--- src/rtl/dtree_pkg.sv ---
// Shared types and constants for the decision-tree page sequencer.
//   state_e   : sequencer FSM states
//   page_e    : instruction ROM page select (ROOT/LEFT/RIGHT)
//   BRANCH0   : instruction forced onto the core while a page switch settles
//   LABEL_*   : class label encodings
//   wd_active : states in which the watchdog counts
package dtree_pkg;

    typedef enum logic [3:0] {
        S_IDLE,
        S_CRST,
        S_PAGING,
        S_PAGE_RUN,
        S_START,
        S_OTH_0,
        S_OTH_1,
        S_OTH_2,
        S_OP_0,
        S_OP_1,
        S_OP_2,
        S_FEAT_WAIT,
        S_FEAT_REQ,
        S_FEAT_FETCH,
        S_DONE,
        S_ERR
    } state_e;

    typedef enum logic [1:0] {
        PAGE_ROOT  = 2'd0,
        PAGE_LEFT  = 2'd1,
        PAGE_RIGHT = 2'd2
    } page_e;

    localparam logic [7:0] BRANCH0 = 8'b1_000_0000;

    localparam logic [1:0] LABEL_0 = 2'd0;
    localparam logic [1:0] LABEL_1 = 2'd1;
    localparam logic [1:0] LABEL_2 = 2'd2;
    localparam logic [1:0] LABEL_3 = 2'd3;

    // Waiting for a user start is not a hang, so those states are exempt.
    function automatic logic wd_active(input state_e s);
        return !(s inside {S_IDLE, S_DONE, S_ERR});
    endfunction

endpackage

--- src/rtl/dtree_page_sequencer_if.sv ---
// Bus bundle between the page sequencer, the decision-tree core and the
// feature source.
//   master : sequencer side (drives core control, feature request, label)
//   slave  : core / feature-source side
interface dtree_page_sequencer_if #(
    parameter int DATA_LEN = 4,
    parameter int PC_LEN   = 7
);
    logic                start;
    logic [DATA_LEN-1:0] OPORT;
    logic [PC_LEN-1:0]   PC;
    logic                core_rstn;
    logic [1:0]          page_sel;
    logic                instr_override;
    logic [DATA_LEN-1:0] IPORT;
    logic                feature_req;
    logic [DATA_LEN-1:0] feature_idx;
    logic                feature_valid;
    logic [DATA_LEN-1:0] feature_data;
    logic                label_valid;
    logic [1:0]          label;
    logic                err;

    modport master (
        input  start, OPORT, PC, feature_valid, feature_data,
        output core_rstn, page_sel, instr_override, IPORT,
               feature_req, feature_idx, label_valid, label, err
    );

    modport slave (
        output start, OPORT, PC, feature_valid, feature_data,
        input  core_rstn, page_sel, instr_override, IPORT,
               feature_req, feature_idx, label_valid, label, err
    );
endinterface

--- src/rtl/dtree_watchdog.sv ---
// Stall watchdog: counts cycles spent in one FSM state.
//   clk_i, rst_i : clock, asynchronous active-high reset
//   clear_i      : state changed (restart the count)
//   en_i         : counting allowed in the current state
//   expired_o    : TIMEOUT cycles spent without a state change
module dtree_watchdog #(
    parameter int TIMEOUT = 250000,
    parameter int TO_W    = 18
) (
    input  logic clk_i,
    input  logic rst_i,
    input  logic clear_i,
    input  logic en_i,
    output logic expired_o
);
    logic [TO_W-1:0] cnt_q, cnt_d;

    // The change detector feeding clear_i lags the state register by one
    // cycle, so the cycle in which clear_i is seen is already the first one
    // spent in the new state: restart at 1, not 0.
    always_comb begin
        cnt_d = cnt_q + 1'b1;
        if (!en_i) begin
            cnt_d = '0;
        end else if (clear_i) begin
            cnt_d = TO_W'(1);
        end
    end

    always_ff @(posedge clk_i or posedge rst_i) begin
        if (rst_i) begin
            cnt_q <= '0;
        end else begin
            cnt_q <= cnt_d;
        end
    end

    assign expired_o = en_i && !clear_i && (cnt_q == TO_W'(TIMEOUT - 1));
endmodule

--- src/rtl/dtree_page_sequencer.sv ---
// Reactive controller for the 4-bit decision-tree core: decodes OPORT[1:0],
// switches instruction ROM pages (resetting the core and forcing BRANCH 0
// until PC wraps to 0), serves feature requests and reports the class label.
//   CLK, RST : clock, asynchronous active-high reset
//   bus      : master modport of dtree_page_sequencer_if
//              in : start, OPORT, PC, feature_valid, feature_data
//              out: core_rstn, page_sel, instr_override, IPORT, feature_req,
//                   feature_idx, label_valid, label, err (all registered)
module dtree_page_sequencer
    import dtree_pkg::*;
#(
    parameter int DATA_LEN  = 4,
    parameter int PC_LEN    = 7,
    parameter int INSTR_LEN = 8,
    parameter int TIMEOUT   = 250000,
    parameter int TO_W      = 18
) (
    input  logic                    CLK,
    input  logic                    RST,
    dtree_page_sequencer_if.master  bus
);
    if (INSTR_LEN != $bits(BRANCH0)) begin : g_bad_instr_len
        $error("INSTR_LEN must match the BRANCH0 encoding width");
    end
    if (TIMEOUT >= (1 << TO_W)) begin : g_bad_to_w
        $error("TO_W too narrow for TIMEOUT");
    end

    state_e              state_q, prev_q;
    page_e               page_q;
    logic                core_rstn_q, override_q, req_q, lvalid_q, err_q;
    logic [DATA_LEN-1:0] iport_q, idx_q;
    logic [1:0]          label_q;

    logic [1:0] ol;
    logic       pc_zero;
    logic       wd_expired;

    assign ol      = bus.OPORT[1:0];
    assign pc_zero = (bus.PC == {PC_LEN{1'b0}});

    dtree_watchdog #(
        .TIMEOUT (TIMEOUT),
        .TO_W    (TO_W)
    ) u_wd (
        .clk_i     (CLK),
        .rst_i     (RST),
        .clear_i   (state_q != prev_q),
        .en_i      (wd_active(state_q)),
        .expired_o (wd_expired)
    );

    always_ff @(posedge CLK or posedge RST) begin
        if (RST) begin
            state_q     <= S_IDLE;
            prev_q      <= S_IDLE;
            page_q      <= PAGE_ROOT;
            core_rstn_q <= 1'b0;
            override_q  <= 1'b0;
            req_q       <= 1'b0;
            lvalid_q    <= 1'b0;
            err_q       <= 1'b0;
            iport_q     <= '0;
            idx_q       <= '0;
            label_q     <= LABEL_0;
        end else begin
            prev_q <= state_q;
            if (wd_expired) begin
                state_q     <= S_ERR;
                err_q       <= 1'b1;
                core_rstn_q <= 1'b0;
                override_q  <= 1'b0;
                req_q       <= 1'b0;
            end else begin
                unique case (state_q)
                    S_IDLE: begin
                        core_rstn_q <= 1'b0;
                        if (bus.start) begin
                            page_q  <= PAGE_ROOT;
                            state_q <= S_CRST;
                        end
                    end
                    // Core held in reset for exactly this one cycle.
                    S_CRST: begin
                        core_rstn_q <= 1'b1;
                        if (page_q == PAGE_ROOT) begin
                            state_q <= S_START;
                        end else begin
                            override_q <= 1'b1;
                            state_q    <= S_PAGING;
                        end
                    end
                    // Force BRANCH 0 until the core's PC has wrapped to 0.
                    S_PAGING: begin
                        if (pc_zero) begin
                            override_q <= 1'b0;
                            state_q    <= S_PAGE_RUN;
                        end else begin
                            override_q <= 1'b1;
                        end
                    end
                    S_PAGE_RUN: if (ol == 2'd3) state_q <= S_START;
                    S_START: begin
                        if (ol == 2'd1)      state_q <= S_OP_0;
                        else if (ol == 2'd2) state_q <= S_OTH_0;
                    end
                    S_OTH_0: begin
                        if (ol == 2'd0)      state_q <= S_OTH_2;
                        else if (ol == 2'd1) state_q <= S_OTH_1;
                    end
                    S_OTH_1: if (ol == 2'd2) state_q <= S_FEAT_WAIT;
                    S_OTH_2: begin
                        if (ol == 2'd1 || ol == 2'd2) begin
                            label_q     <= (ol == 2'd1) ? LABEL_0 : LABEL_1;
                            lvalid_q    <= 1'b1;
                            core_rstn_q <= 1'b0;
                            state_q     <= S_DONE;
                        end
                    end
                    S_OP_0: begin
                        if (ol == 2'd0)      state_q <= S_OP_2;
                        else if (ol == 2'd2) state_q <= S_OP_1;
                    end
                    S_OP_1: begin
                        if (ol == 2'd0 || ol == 2'd1) begin
                            page_q      <= (ol == 2'd0) ? PAGE_LEFT : PAGE_RIGHT;
                            core_rstn_q <= 1'b0;
                            state_q     <= S_CRST;
                        end
                    end
                    S_OP_2: begin
                        if (ol == 2'd1 || ol == 2'd2) begin
                            label_q     <= (ol == 2'd1) ? LABEL_3 : LABEL_2;
                            lvalid_q    <= 1'b1;
                            core_rstn_q <= 1'b0;
                            state_q     <= S_DONE;
                        end
                    end
                    // The core has settled OPORT to the feature index by now.
                    S_FEAT_WAIT: begin
                        idx_q   <= bus.OPORT;
                        req_q   <= 1'b1;
                        state_q <= S_FEAT_REQ;
                    end
                    S_FEAT_REQ: begin
                        if (bus.feature_valid) begin
                            iport_q <= bus.feature_data;
                            req_q   <= 1'b0;
                            state_q <= S_FEAT_FETCH;
                        end
                    end
                    S_FEAT_FETCH: if (ol == 2'd3) state_q <= S_START;
                    S_DONE: begin
                        core_rstn_q <= 1'b0;
                        if (bus.start) begin
                            lvalid_q <= 1'b0;
                            page_q   <= PAGE_ROOT;
                            state_q  <= S_CRST;
                        end
                    end
                    S_ERR: begin
                        core_rstn_q <= 1'b0;
                        if (bus.start) begin
                            err_q   <= 1'b0;
                            page_q  <= PAGE_ROOT;
                            state_q <= S_CRST;
                        end
                    end
                    default: state_q <= S_IDLE;
                endcase
            end
        end
    end

    assign bus.core_rstn      = core_rstn_q;
    assign bus.page_sel       = page_q;
    assign bus.instr_override = override_q;
    assign bus.IPORT          = iport_q;
    assign bus.feature_req    = req_q;
    assign bus.feature_idx    = idx_q;
    assign bus.label_valid    = lvalid_q;
    assign bus.label          = label_q;
    assign bus.err            = err_q;
endmodule

--- src/flat_wrapper.sv ---
// flat-port wrapper written by rule: the top's interface ports become plain ports
module dtree_page_sequencer_flat import dtree_pkg::*;
#(
    parameter int DATA_LEN  = 4,
    parameter int PC_LEN    = 7,
    parameter int INSTR_LEN = 8,
    parameter int TIMEOUT   = 250000,
    parameter int TO_W      = 18
)
  (CLK, RST, bus_start, bus_OPORT, bus_PC, bus_feature_valid, bus_feature_data, bus_core_rstn, bus_page_sel, bus_instr_override, bus_IPORT, bus_feature_req, bus_feature_idx, bus_label_valid, bus_label, bus_err);
  dtree_page_sequencer_if #(.DATA_LEN(DATA_LEN), .PC_LEN(PC_LEN)) bus_i ();
  input  logic CLK;
  input  logic RST;
  input wire logic [$bits(bus_i.start)-1:0] bus_start;
  input wire logic [$bits(bus_i.OPORT)-1:0] bus_OPORT;
  input wire logic [$bits(bus_i.PC)-1:0] bus_PC;
  input wire logic [$bits(bus_i.feature_valid)-1:0] bus_feature_valid;
  input wire logic [$bits(bus_i.feature_data)-1:0] bus_feature_data;
  output wire logic [$bits(bus_i.core_rstn)-1:0] bus_core_rstn;
  output wire logic [$bits(bus_i.page_sel)-1:0] bus_page_sel;
  output wire logic [$bits(bus_i.instr_override)-1:0] bus_instr_override;
  output wire logic [$bits(bus_i.IPORT)-1:0] bus_IPORT;
  output wire logic [$bits(bus_i.feature_req)-1:0] bus_feature_req;
  output wire logic [$bits(bus_i.feature_idx)-1:0] bus_feature_idx;
  output wire logic [$bits(bus_i.label_valid)-1:0] bus_label_valid;
  output wire logic [$bits(bus_i.label)-1:0] bus_label;
  output wire logic [$bits(bus_i.err)-1:0] bus_err;
  assign bus_i.start = bus_start;
  assign bus_i.OPORT = bus_OPORT;
  assign bus_i.PC = bus_PC;
  assign bus_i.feature_valid = bus_feature_valid;
  assign bus_i.feature_data = bus_feature_data;
  assign bus_core_rstn = bus_i.core_rstn;
  assign bus_page_sel = bus_i.page_sel;
  assign bus_instr_override = bus_i.instr_override;
  assign bus_IPORT = bus_i.IPORT;
  assign bus_feature_req = bus_i.feature_req;
  assign bus_feature_idx = bus_i.feature_idx;
  assign bus_label_valid = bus_i.label_valid;
  assign bus_label = bus_i.label;
  assign bus_err = bus_i.err;
  dtree_page_sequencer #(.DATA_LEN(DATA_LEN), .PC_LEN(PC_LEN), .INSTR_LEN(INSTR_LEN), .TIMEOUT(TIMEOUT), .TO_W(TO_W)) u_core (.CLK(CLK), .RST(RST), .bus(bus_i));
endmodule
--- config.mk ---
export PLATFORM = sky130hd
export DESIGN_NAME = dtree_page_sequencer_flat
export DESIGN_NICKNAME = d
export VERILOG_FILES = /design/src/rtl/dtree_pkg.sv /design/src/rtl/dtree_page_sequencer_if.sv /design/src/rtl/dtree_watchdog.sv /design/src/rtl/dtree_page_sequencer.sv /design/src/flat_wrapper.sv
export SDC_FILE = /design/constraint.sdc
export NUM_CORES = 1
export LEC_CHECK = 0
export BUFFER_PORTS_ARGS = -buffer_cell sky130_fd_sc_hd__buf_4
export CELL_PAD_IN_SITES_DETAIL_PLACEMENT = 0
export CELL_PAD_IN_SITES_GLOBAL_PLACEMENT = 2
export CORE_AREA = 8 8 93 95
export DETAILED_ROUTE_END_ITERATION = 6
export DIE_AREA = 0 0 101 103
export GPL_ROUTABILITY_DRIVEN = 1
export PLACE_DENSITY = 0.77
export SETUP_SLACK_MARGIN = 0.5
export SYNTH_ARGS = -nofsm -noshare
export SYNTH_HDL_FRONTEND = slang
export SYNTH_SLANG_ARGS = --single-unit
--- constraint.sdc ---
create_clock -name CLK -period 3 [get_ports CLK]
set_clock_uncertainty 0.1 [all_clocks]
set_input_delay 0.6 -clock CLK [delete_from_list [all_inputs] [get_ports CLK]]
set_output_delay 0.6 -clock CLK [all_outputs]
set_load 0.005 [all_outputs]
==> run_results.csv <==
group,metric,value,unit
place,post-place-ws,0.494,ns
worst_setup_path,cp.arrival,2.49,ns
sta,maxSlewViolCount,0,
worst_setup_path,timing.critical_path.slowest_stage_cell,"sky130_fd_sc_hd__dfrtp_2",
floorplanning,die-height,103,um
place,placed_cell_area,2820,um2
final_layout,layout.filler_cells,757,
power_and_ir_drop,irDropWorstVdd,0.444,mV
power_and_ir_drop,total_power,2.49,mW
sta,timing_worst_slew_pin_value,0.932,ns
sta,fin_tns_setup,0,ns
final_layout,final_common_cell,"sky130_fd_sc_hd__buf_4",
sta,timing.slew.headroom,37.4,%
worst_setup_path,type_of_element_launching_the_critical_path,"register",
worst_setup_path,worst-r2r-cell-count,7,
clock_network,cts_num_sinks,43,
floorplanning,dieWidth,101,um
global_route,grt.total_usage,12.1,%
worst_setup_path,crit_start,"u_core.state_q[2]$_DFFE_PP0P_",
power_and_ir_drop,cellLeakagePower,1.21,nW
place,hpwlAfterDp,4320,um
final_layout,final_area,2920,um2
place,place_congestion,0.760,
routing,drt-pass1-iter-count,4,
routing,wl_per_cell,15.2,um
synth,count_of_warnings_emitted_by_yosys,0,
global_route,wire_length_of_the_first_global_routing_pass,9820,um
worst_setup_path,timing.rr.end,"u_core.state_q[0]$_DFFE_PP0P_",
place,place_inst,377,
worst_setup_path,worst-setup-path-type,"reg -> reg",
power_and_ir_drop,p_per_area,851,nW/um2
clock_network,clock-root-buffer,"sky130_fd_sc_hd__clkbuf_8",
floorplanning,io_pins,36,
final_layout,post_route_cells_drive_above_1_share,24.0,%
sta,final.min_clock_period,2.35,ns
worst_setup_path,required,3.14,ns
global_route,antenna_violations_before_repair,0,
run,max_cap_violations,0,
final_layout,utilization,41.0,%
routing,postRouteAntennaNets,0,
final_layout,layout.cells.most_common_list,"sky130_fd_sc_hd__buf_4, sky130_fd_sc_hd__dfrtp_1, sky130_fd_sc_hd__nor2_1",
synth,synthesis.area,2440,um2
routing,drc,0,
clock_network,insertion_delay,0.30,ns
floorplanning,std_cell_rows,31,
routing,dr_total_vias,1952,
floorplanning,start_util,34.3,%
synth,synth-edff-count,0,
sta,fmaxAchievable,426,MHz
sta,finalWorstSetupSlack,0.655,ns
clock_network,cts-root-to-sink-buffers,2,
floorplanning,coreArea,7140,um2
final_layout,area_delta_synth_final,19.5,%
worst_setup_path,crit_path_max_fanout,17,
clock_network,clock_tree.htree_level_count,2,
synth,yosys.area.top_type_share,44.0,%
clock_network,cts_inserted_buffers,5,
worst_setup_path,timing.reg2reg.setup_slack,0.65,ns
synth,flip_flop_and_latch_count_after_synthesis,43,
floorplanning,dieArea,10400,um2
worst_setup_path,worst_path_largest_cell_delay,0.53,ns
sta,finalSetupViolations,0,
status,result_of_the_run,"completed",
synth,ys_async_sr_fraction,100,%
global_route,globalRoute.totalOverflow,0,
synth,synth.top_cells.by_area,"sky130_fd_sc_hd__dfrtp_1, sky130_fd_sc_hd__nor2_1, sky130_fd_sc_hd__mux2_1, sky130_fd_sc_hd__xnor2_1, sky130_fd_sc_hd__xor2_1",
sta,rsz0062_at_grt,"no",
worst_setup_path,worst-path-stages,7,
place,portBuffers,35,
routing,initialDrtViolationCount,82,
worst_setup_path,critical-path-top-delay-family,"compound AO/OA/AOI/OAI gates",
synth,post_synth_num_cell_types,56,
global_route,maximum_number_of_pins_on_one_net_before_global_route_repair,27,
worst_setup_path,crit_path_buf_inv_count,2,
worst_setup_path,worstSetupEndpoint,"u_core.state_q[0]$_DFFE_PP0P_",
routing,vias_per_cell,5.04,
synth,dominantRegCellSynth,"sky130_fd_sc_hd__dfrtp_1",
sta,timing.final.hold_violations,0,
synth,netlist.top_cell.by_area,"sky130_fd_sc_hd__dfrtp_1",
clock_network,cts_tree,"done",
global_route,first_global_vias,2009,
final_layout,finish.net_count,311,
synth,syn_nets,272,
min_path,worstHoldPathType,"in -> async",
synth,share_of_the_yosys_chip_area_belonging_to_registers,44.0,%
final_layout,number_of_diodes,0,
worst_setup_path,r2r-start,"u_core.state_q[2]$_DFFE_PP0P_",
sta,finalCritPeriodShare,78.2,%
sta,hold_ws,0.287,ns
clock_network,path_clk_slew,0.09,ns
worst_setup_path,worst_path_most_repeated_cell,"sky130_fd_sc_hd__buf_4",
final_layout,layout.cells.non_filler,387,
worst_setup_path,worst_setup_path_end_kind,"register",
synth,syn-mean-instance-area,9.86,um2
worst_setup_path,crit_path_cell_trace,"buf_4 > a31oi_2 > nand2_2 > buf_4 > or3_1 > a21oi_1 > o32a_1",
routing,wirelength,5900,um
synth,syn-instance-count,248,
how the worst min path moves through the flow:
stage,end,cells after the start
final,u_core.bus.label[1]$_DFFE_PP0P_,2
after global routing,u_core.prev_q[1]$_DFF_PP0_,2
after CTS,u_core.bus.label[1]$_DFFE_PP0P_,2
after detailed placement,u_core.bus.feature_idx[0]$_DFFE_PP0P_,1
after global placement,u_core.bus.feature_idx[3]$_DFFE_PP0P_,1
after floorplan,u_core.prev_q[1]$_DFF_PP0_,0
cell usage after synthesis, types with 6 or more instances:
cell	n
sky130_fd_sc_hd__nor2_1	36
sky130_fd_sc_hd__xor2_1	9
sky130_fd_sc_hd__o21ai_0	6
sky130_fd_sc_hd__a21oi_1	12
sky130_fd_sc_hd__inv_1	7
sky130_fd_sc_hd__and3_1	6
sky130_fd_sc_hd__nor3_1	6
sky130_fd_sc_hd__xnor2_1	11
sky130_fd_sc_hd__nand2_1	15
sky130_fd_sc_hd__mux2_1	9
sky130_fd_sc_hd__dfrtp_1	43
sky130_fd_sc_hd__nand3_1	13
cell type report:
| type | instances | area (um2) | share of cell area (%) |
|---|---|---|---|
| sequential | 43 | 1080 | 36.9 |
| clock buffer | 6 | 72.6 | 2.48 |
| inverter | 7 | 26.3 | 0.899 |
| tap | 99 | 124 | 4.24 |
| multi-input combinational | 186 | 1280 | 43.8 |
| timing repair buffer | 44 | 330 | 11.3 |
| clock inverter | 2 | 12.5 | 0.428 |
state kept, by name, indices dropped and copies added (netlist names), 2 cells and up:
signal	cells
u_core.u_wd.cnt_q	18
u_core.bus.IPORT	4
u_core.bus.page_sel	2
u_core.state_q	4
u_core.bus.feature_idx	4
u_core.prev_q	4
u_core.bus.label	2
what timing repair did:
action,CTS,global route
hold buffers,0,0
endpoints found under the setup margin,0,12
setup buffers,0,2
resized for setup,0,2
hold endpoints to repair,0,0
metal layers:
metal | vias up | GRT usage, % | part of all wire (%)
met3 | 7 | 3.31 | 4.7
met4 | 0 | 4.47 | 1.4
li1 | 952 | - | -
met5 | - | 0 | 0
met1 | 956 | 14.4 | 46
met2 | 37 | 20.3 | 48
power by group:
group / leakage (nW) / total (mW) / switching [mW] / internal, mW
clock: 0.0412 / 0.378 / 0.215 / 0.163
combinational: 0.622 / 1.20 / 0.614 / 0.584
sequential: 0.546 / 0.913 / 0.168 / 0.745
total: 1.21 / 2.49 / 0.997 / 1.49
logic make-up (layout without fill, tap and decap cells):
family | after synthesis | in the layout | synth area share (%)
AND/OR/NAND/NOR | 106 | 106 | 23.0
flip-flops | 43 | 43 | 44.0
AO/OA/AOI/OAI | 41 | 41 | 12.3
XOR/XNOR | 22 | 22 | 8.50
buffers and inverters | 19 | 59 | 3.68
multiplexers | 12 | 12 | 5.94
adder cells (fa/ha/maj) | 5 | 5 | 2.56
No activity file was read; power rests on OpenSTA's default activity.
